==> config.mk <==
export PLATFORM = sky130hd
export DESIGN_NAME = mem_burst_ctrl
export DESIGN_NICKNAME = d
export VERILOG_FILES = /design/src/rtl/mem_ctrl_pkg.sv /design/src/rtl/mc_rd_fifo.sv /design/src/rtl/mem_burst_ctrl.sv
export SDC_FILE = /design/constraint.sdc
export NUM_CORES = 1
export LEC_CHECK = 0
export ABC_CLOCK_PERIOD_IN_PS = 3900
export CAP_MARGIN = 20
export CORE_UTILIZATION = 50
export DETAILED_ROUTE_END_ITERATION = 10
export GPL_TIMING_DRIVEN = 0
export PLACE_DENSITY = 0.86
export SYNTH_ARGS = -nofsm -noshare
export SYNTH_HDL_FRONTEND = slang
export SYNTH_HIERARCHICAL = 1
export SYNTH_SLANG_ARGS = --single-unit
==> constraint.sdc <==
create_clock -name clk -period 3.9 [get_ports clk]
set_input_delay 0.78 -clock clk [delete_from_list [all_inputs] [get_ports clk]]
set_output_delay 0.78 -clock clk [all_outputs]
set_load 0.005 [all_outputs]
==> src/rtl/mem_ctrl_pkg.sv <==
// Shared types and default widths for the burst memory controller.
// The optional wrap-check feature is controlled by MEM_BURST_WRAP_CHECK_EN
// in mem_burst_ctrl.
package mem_ctrl_pkg;

   typedef enum logic [2:0] {
      IDLE,
      WRITE,
      READ,
      DRAIN,
      RESP
   } state_t;

   localparam int DEF_ADDR_W        = 8;
   localparam int DEF_DATA_W        = 8;
   localparam int DEF_LEN_W         = 4;
   localparam int DEF_RD_FIFO_DEPTH = 4;

endpackage

==> src/rtl/mc_rd_fifo.sv <==
// Small synchronous FIFO holding read data returned by the memory core.
// First-word fall-through: pop_data always shows the head entry.
module mc_rd_fifo #(
   parameter  int DEPTH  = 4,
   parameter  int DATA_W = 8,
   localparam int CNT_W  = $clog2(DEPTH + 1),
   localparam int PTR_W  = (DEPTH > 1) ? $clog2(DEPTH) : 1
) (
   input  logic              clk,
   input  logic              rst,
   input  logic              push,
   input  logic [DATA_W-1:0] push_data,
   input  logic              pop,
   output logic [DATA_W-1:0] pop_data,
   output logic [CNT_W-1:0]  count,
   output logic              empty
);

   logic [DATA_W-1:0] storage [DEPTH];
   logic [PTR_W-1:0]  wr_ptr;
   logic [PTR_W-1:0]  rd_ptr;
   logic              do_push;
   logic              do_pop;

   assign empty    = (count == '0);
   assign do_push  = push && (count != CNT_W'(DEPTH));
   assign do_pop   = pop && !empty;
   assign pop_data = storage[rd_ptr];

   // Pointer and occupancy bookkeeping; simultaneous push and pop leave count unchanged
   always_ff @(posedge clk) begin
      if (rst) begin
         wr_ptr <= '0;
         rd_ptr <= '0;
         count  <= '0;
      end else begin
         if (do_push)
            wr_ptr <= (wr_ptr == PTR_W'(DEPTH - 1)) ? '0 : wr_ptr + PTR_W'(1);
         if (do_pop)
            rd_ptr <= (rd_ptr == PTR_W'(DEPTH - 1)) ? '0 : rd_ptr + PTR_W'(1);
         case ({do_push, do_pop})
            2'b10:   count <= count + CNT_W'(1);
            2'b01:   count <= count - CNT_W'(1);
            default: count <= count;
         endcase
      end
   end

   // Data storage needs no reset; only entries behind the pointers are ever read
   always_ff @(posedge clk) begin
      if (do_push)
         storage[wr_ptr] <= push_data;
   end

endmodule

==> src/rtl/mem_burst_ctrl.sv <==
// Burst controller in front of a single-port 256x8 memory core.
// Define MEM_BURST_WRAP_CHECK_EN to reject bursts that would cross the top
// of the address space; otherwise such bursts wrap to address 0.
module mem_burst_ctrl
   import mem_ctrl_pkg::*;
#(
   parameter int ADDR_W        = DEF_ADDR_W,
   parameter int DATA_W        = DEF_DATA_W,
   parameter int LEN_W         = DEF_LEN_W,
   parameter int RD_FIFO_DEPTH = DEF_RD_FIFO_DEPTH
) (
   input  logic              clk,
   input  logic              rst,
   input  logic              cmd_valid,
   output logic              cmd_ready,
   input  logic              cmd_we,
   input  logic [ADDR_W-1:0] cmd_addr,
   input  logic [LEN_W-1:0]  cmd_len,
   input  logic              wdata_valid,
   output logic              wdata_ready,
   input  logic [DATA_W-1:0] wdata,
   output logic              rdata_valid,
   input  logic              rdata_ready,
   output logic [DATA_W-1:0] rdata,
   output logic              resp_valid,
   output logic              resp_err,
   output logic              ce_mem,
   output logic              we_mem,
   output logic [ADDR_W-1:0] addr_mem,
   output logic [DATA_W-1:0] datai_mem,
   input  logic [DATA_W-1:0] datao_mem
);

   localparam int CNT_W = $clog2(RD_FIFO_DEPTH + 1);

   state_t            state;
   state_t            next_state;
   logic [ADDR_W-1:0] addr_cnt;
   logic [LEN_W-1:0]  beat_cnt;
   logic              accept;
   logic              issue_wr;
   logic              issue_rd;
   logic              ce_rd;
   logic              rd_pipe;
   logic [1:0]        inflight;
   logic [CNT_W:0]    occupancy;
   logic [CNT_W-1:0]  fifo_count;
   logic              fifo_empty;
   logic              pop;

   // A read occupies one cycle on the core and one cycle of returned data before
   // it lands in the FIFO; both stages count against the FIFO space.
   assign ce_rd       = ce_mem & ~we_mem;
   assign inflight    = {1'b0, ce_rd} + {1'b0, rd_pipe};
   assign occupancy   = (CNT_W + 1)'(fifo_count) + (CNT_W + 1)'(inflight);
   assign rdata_valid = ~fifo_empty;
   assign pop         = rdata_valid & rdata_ready;

`ifdef MEM_BURST_WRAP_CHECK_EN
   logic wrap_violation;
   logic err_q;

   assign wrap_violation = ({1'b0, cmd_addr} + (ADDR_W + 1)'(cmd_len))
                           > (ADDR_W + 1)'((1 << ADDR_W) - 1);
   assign resp_err       = resp_valid & err_q;

   // Remember whether the accepted command was rejected, for the response
   always_ff @(posedge clk) begin
      if (rst)
         err_q <= 1'b0;
      else if (accept)
         err_q <= wrap_violation;
   end
`else
   assign resp_err = 1'b0;
`endif

   // State register
   always_ff @(posedge clk) begin
      if (rst)
         state <= IDLE;
      else
         state <= next_state;
   end

   // Next-state logic and handshake outputs
   always_comb begin
      next_state  = state;
      cmd_ready   = 1'b0;
      wdata_ready = 1'b0;
      resp_valid  = 1'b0;
      accept      = 1'b0;
      issue_wr    = 1'b0;
      issue_rd    = 1'b0;
      case (state)
         IDLE: begin
            cmd_ready = 1'b1;
            if (cmd_valid) begin
               accept = 1'b1;
`ifdef MEM_BURST_WRAP_CHECK_EN
               if (wrap_violation)
                  next_state = RESP;
               else
`endif
               if (cmd_we)
                  next_state = WRITE;
               else
                  next_state = READ;
            end
         end
         WRITE: begin
            wdata_ready = 1'b1;
            if (wdata_valid) begin
               issue_wr = 1'b1;
               if (beat_cnt == '0)
                  next_state = RESP;
            end
         end
         READ: begin
            if (occupancy < (CNT_W + 1)'(RD_FIFO_DEPTH)) begin
               issue_rd = 1'b1;
               if (beat_cnt == '0)
                  next_state = DRAIN;
            end
         end
         DRAIN: begin
            if (rd_pipe && !ce_rd)
               next_state = RESP;
         end
         RESP: begin
            resp_valid = 1'b1;
            next_state = IDLE;
         end
         default: next_state = IDLE;
      endcase
   end

   // Burst counters and registered core interface; address and data hold when idle
   always_ff @(posedge clk) begin
      if (rst) begin
         addr_cnt  <= '0;
         beat_cnt  <= '0;
         ce_mem    <= 1'b0;
         we_mem    <= 1'b0;
         addr_mem  <= '0;
         datai_mem <= '0;
         rd_pipe   <= 1'b0;
      end else begin
         ce_mem  <= issue_wr | issue_rd;
         we_mem  <= issue_wr;
         rd_pipe <= ce_rd;
         if (accept) begin
            addr_cnt <= cmd_addr;
            beat_cnt <= cmd_len;
         end else if (issue_wr || issue_rd) begin
            addr_cnt <= addr_cnt + ADDR_W'(1);
            beat_cnt <= beat_cnt - LEN_W'(1);
            addr_mem <= addr_cnt;
         end
         if (issue_wr)
            datai_mem <= wdata;
      end
   end

   mc_rd_fifo #(
      .DEPTH  (RD_FIFO_DEPTH),
      .DATA_W (DATA_W)
   ) u_rd_fifo (
      .clk       (clk),
      .rst       (rst),
      .push      (rd_pipe),
      .push_data (datao_mem),
      .pop       (pop),
      .pop_data  (rdata),
      .count     (fifo_count),
      .empty     (fifo_empty)
   );

endmodule

==> impl.org <==
** Pwr
- Power density relative to cell area :: ~430 nW/um^2
- The clock network is responsible for a little over 30% of the overall power.
- Net switching is a little under a third of the power.
- Internal power :: ~1300 uW
- Worst IR Drop VDD :: between 0.3 and 0.4 mV
- Combinational share of power :: 20.8%
- The analysis attributes to cell leakage a power of around 0.0015 uW.
- Total power for the finished layout comes to between 1500 and 2000 uW.
- Summed over all nets, the switching power comes to between 500 and 600 uW.
- In this run, flip-flops and latches consume between 40% and 50% of the power.

** Detailed routing
- Post-Route WL :: about 7.9 mm
- Via density per instance :: about 5.8
- The pre-antenna-repair detailed-routing pass consisted of 8 iterations.
- Once detail routing completed, the nets flagged for antenna violations numbered 0.
- Post-route DRC :: 4
- In the final routed layout, each cell accounts on average for 16.8 um.
- Number of design-rule violations left by the first detailed-router iteration :: 160
- The detailed router placed roughly 2700 vias in this run.

** Synth
- Syn_area_per_cell :: about 11 sq um
- After technology mapping, the gate count stands at around 320.
- Synth cell types :: between 50 and 60
- The Yosys step of the flow raised 6 warnings.
- Post-Syn Area :: between 3000 and 4000 sq um
- Number of enable flip-flop cells after synthesis :: 32
- Post-synthesis register bit count :: between 70 and 80
- Post-Syn Nets :: 360
- Sequential cells were found to cover 53.1% of the synthesized design area.
- Fraction of registers with async set/reset :: 0%
- For this run, the leading register cell type out of synthesis is dfxtp_1.

** Clock network
- No sink is reached through more buffers than the 2 on the longest clock path.
- After clock tree synthesis, the clock-pin slew on the worst setup and hold paths is ~0.09 ns.
- The number of clock buffers added by TritonCTS is 9.
- The tree is rooted in a clkbuf_8.
- Count of hold-fix buffers inserted at cts :: 0
- Buffers added to address setup during post-CTS repair amount to 0.
- Clock tree from TritonCTS :: built
- Number of clock sinks :: 75
- The number of gates resized after CTS was 0.
- Clock latency on the worst-skew pair, taken at its later pin, is between 0.3 and 0.4 ns.
- H-tree depth :: 3

** Floorplanning
- In this run the horizontal extent of the chip is between 80 and 90 um.
- In this run the core area contains 29 standard-cell rows.
- Initial standard-cell utilization of the core :: a little over half
- The die covers between 7000 and 8000 sq um.
- Height of the die :: roughly 85 um
- In this run the standard cell core region covers about 6500 sq um.
- Top-Level Pins :: 65

** Worst hold path
- For hold timing, the worst endpoint is datai_mem[1].
- Tightest Hold Check Type :: flip-flop to flip-flop
- Number of instances on the worst hold path :: 2
- The worst hold path begins at datai_mem[1].

** Flow run
- The tool flagged a number of max-cap violations equal to 0.

** Placed design
- Buffers placed on the I/O ports in this run total between 60 and 70.
- The congestion estimate from routability-driven global placement came to ~0.90.
- DP HPWL :: around 5.5 mm

** Layout
- In the final layout, the share of cells above drive strength 1 is about 13%.
- Count of antenna diodes in the layout :: 0
- Utilization after layout :: roughly two thirds
- At the end of the flow, the number of nets in the layout was ~430.
- Area added between synthesis and finish :: 26.4%
- Final-layout fill cell count :: 487

** Timing
- # setup viols final :: 0
- Headroom to the max-slew limit came out at 64.1%.
- Clock skew after layout :: between 0.008 and 0.009 ns
- Setup repair after global routing left no endpoint under its margin.
- Minimum hold slack :: between 0.4 and 0.5 ns
- Post-layout minimum cycle time :: approximately 2.7 ns
- Max Fclk :: 364 MHz
- Hold violation count in the final report :: 0
- After routing, the total negative slack on setup checks comes to 0 ns.
- Slew of the pin with the lowest slew margin :: around 0.53 ns
- Slew Limit Fails :: 0
- After layout, the worst path uses a little over two thirds of the clock period.

** Worst setup path
- Across all register-to-register paths, the minimum setup slack is roughly 1.3 ns.
- The worst register-to-register path begins at u_rd_fifo/count[2].
- For the worst setup path, the data required time is approximately 3.1 ns.
- The worst setup path is captured at an output port.
- Maximum fanout along the worst path :: 8
- In this run the critical register-to-register path is captured at u_rd_fifo/count[2].
- STA classifies the critical path startpoint as a flip-flop.
- The number of cells on the worst reg-to-reg path is 9.
- Data arrival, critical path :: 1.96 ns
- Class of the most critical setup path :: flip-flop to output port

** Global route
- The via count of the first global-routing pass was about 2700.
- Largest net degree at the start of global routing :: 17
- Sum of overflow across all layers after global routing :: 0
- The first global-routing pass estimated 12.9 mm of wire.
- All-Layer GR Usage :: roughly a quarter
- The number of antenna violations at the first check in global routing was 0.

** Outcome
- Outcome :: finished, violations left
- The final reports fail on design-rule violations.
## state kept, by name, indices dropped and copies added, names as in the netlist, named ones only
register           count
u_rd_fifo/wr_ptr       2
we_mem                 1
state                  3
datai_mem              8
u_rd_fifo/rd_ptr       2
rd_pipe                1
u_rd_fifo/storage     32
addr_cnt               8
addr_mem               8
beat_cnt               4
u_rd_fifo/count        3
ce_mem                 1
## power groups by stage
stage          clock, uW  sequential [uW]  combinational [uW]
2_1_floorplan          0              924                 240
3_3_place_gp           0              932                 375
3_5_place_dp           0              935                 386
4_1_cts              589              917                 389
5_1_grt              626              925                 432
6_report             575              919                 392
## synthesized netlist by cell type, types with 2 or more instances
| master | n | area [sq um] |
|---|---|---|
| a22oi_1 | 3 | 22.5 |
| edfxtp_1 | 32 | 961 |
| a21oi_1 | 26 | 130 |
| buf_2 | 6 | 30.0 |
| o211ai_1 | 4 | 30.0 |
| o22ai_1 | 4 | 25.0 |
| clkbuf_1 | 8 | 30.0 |
| or3_1 | 3 | 18.8 |
| o21ba_2 | 2 | 20.0 |
| ha_1 | 9 | 113 |
| buf_1 | 2 | 7.51 |
| nand3_1 | 23 | 115 |
| and3_2 | 4 | 30.0 |
| xor2_1 | 2 | 17.5 |
| a2111oi_0 | 3 | 26.3 |
| nand2b_1 | 4 | 25.0 |
| a2bb2oi_1 | 2 | 17.5 |
| nand4_1 | 2 | 12.5 |
| mux2i_1 | 3 | 30.0 |
| nor4b_1 | 2 | 17.5 |
| nor2b_1 | 7 | 43.8 |
| o21ai_0 | 16 | 80.1 |
| dfxtp_1 | 43 | 861 |
| nor2_1 | 10 | 37.5 |
| inv_1 | 12 | 45.0 |
| mux4_2 | 8 | 180 |
| nand2_1 | 28 | 105 |
| nor3b_1 | 3 | 22.5 |
| nor3_1 | 7 | 35.0 |
| buf_6 | 2 | 22.5 |
| buf_4 | 4 | 30.0 |
| a31oi_1 | 3 | 18.8 |
| nor4_1 | 2 | 12.5 |
| and3_1 | 2 | 12.5 |
## cell usage in the layout, fill, tap and decap left out, types with 4 or more instances in the layout
cell type,Yosys,final
clkdlybuf4s50_1,0,62
dfxtp_1,43,43
edfxtp_1,32,32
nand2_1,28,28
a21oi_1,26,26
nand3_1,23,23
o21ai_0,16,16
inv_1,12,12
nor2_1,10,10
ha_1,9,9
clkbuf_8,0,9
clkbuf_1,8,8
mux4_2,8,8
nor3_1,7,7
nor2b_1,7,7
buf_2,6,6
buf_4,4,4
o22ai_1,4,4
nand2b_1,4,4
o211ai_1,4,4
and3_2,4,4
## through the flow
stage / std cells / instance area [sq um] / setup slack [ns]
2_1_floorplan: 316 / 3430 / 1.52
3_3_place_gp: 455 / 4150 / 0.978
3_5_place_dp: 455 / 4150 / 0.892
4_1_cts: 471 / 4340 / 1.12
5_1_grt: 471 / 4340 / 1.04
6_report: 471 / 4340 / 1.16
## final cells by class
cell class	count	area (sq um)	share of cell area, %
flip-flops and latches	75	1820	42.0
multi-input cells	206	1440	33.1
repair buffers	62	621	14.3
plain buffers	23	129	2.97
clock buffers	9	124	2.86
well taps	77	96.3	2.22
clock inverters	7	65.1	1.50
inverters	12	45.0	1.04
## cells by family (layout without fill, tap and decap cells)
family	Yosys count	in the layout	share of synthesized area [%]
other	1	1	0.109
AND/OR/NAND/NOR	109	109	17.7
buffers and inverters	35	113	5.07
XOR/XNOR	2	2	0.511
adder cells (fa/ha/maj)	10	10	3.87
AO/OA/AOI/OAI	73	73	13.5
multiplexers	11	11	6.13
flip-flops	75	75	53.1
## how the worst max path moves through the flow
stage / to / slack, ns / start
6_report: rdata[5] / 1.16 / flip-flop
5_1_grt: rdata[3] / 1.04 / flip-flop
4_1_cts: rdata[3] / 1.12 / flip-flop
3_5_place_dp: u_rd_fifo/count[2] / 0.89 / rdata_ready
3_3_place_gp: u_rd_fifo/count[2] / 0.98 / rdata_ready
2_1_floorplan: u_rd_fifo/count[2] / 1.52 / rdata_ready
## critical path, cell delays in order, from the launching register on
cell             delay (ns)
dfxtp_1                0.31
buf_2                  0.28
mux4_2                 0.55
clkdlybuf4s50_1        0.46
## routing by layer
metal / wire length [um] / vias to the layer above / GRT usage [%]
li1: - / 1315 / -
met1: 3340 / 1300 / 27.7
met2: 3940 / 123 / 41.2
met3: 572 / 9 / 7.59
met4: 84 / 0 / 5.55
met5: 0 / - / 0
Note: power is estimated with default switching activity, not from simulation.
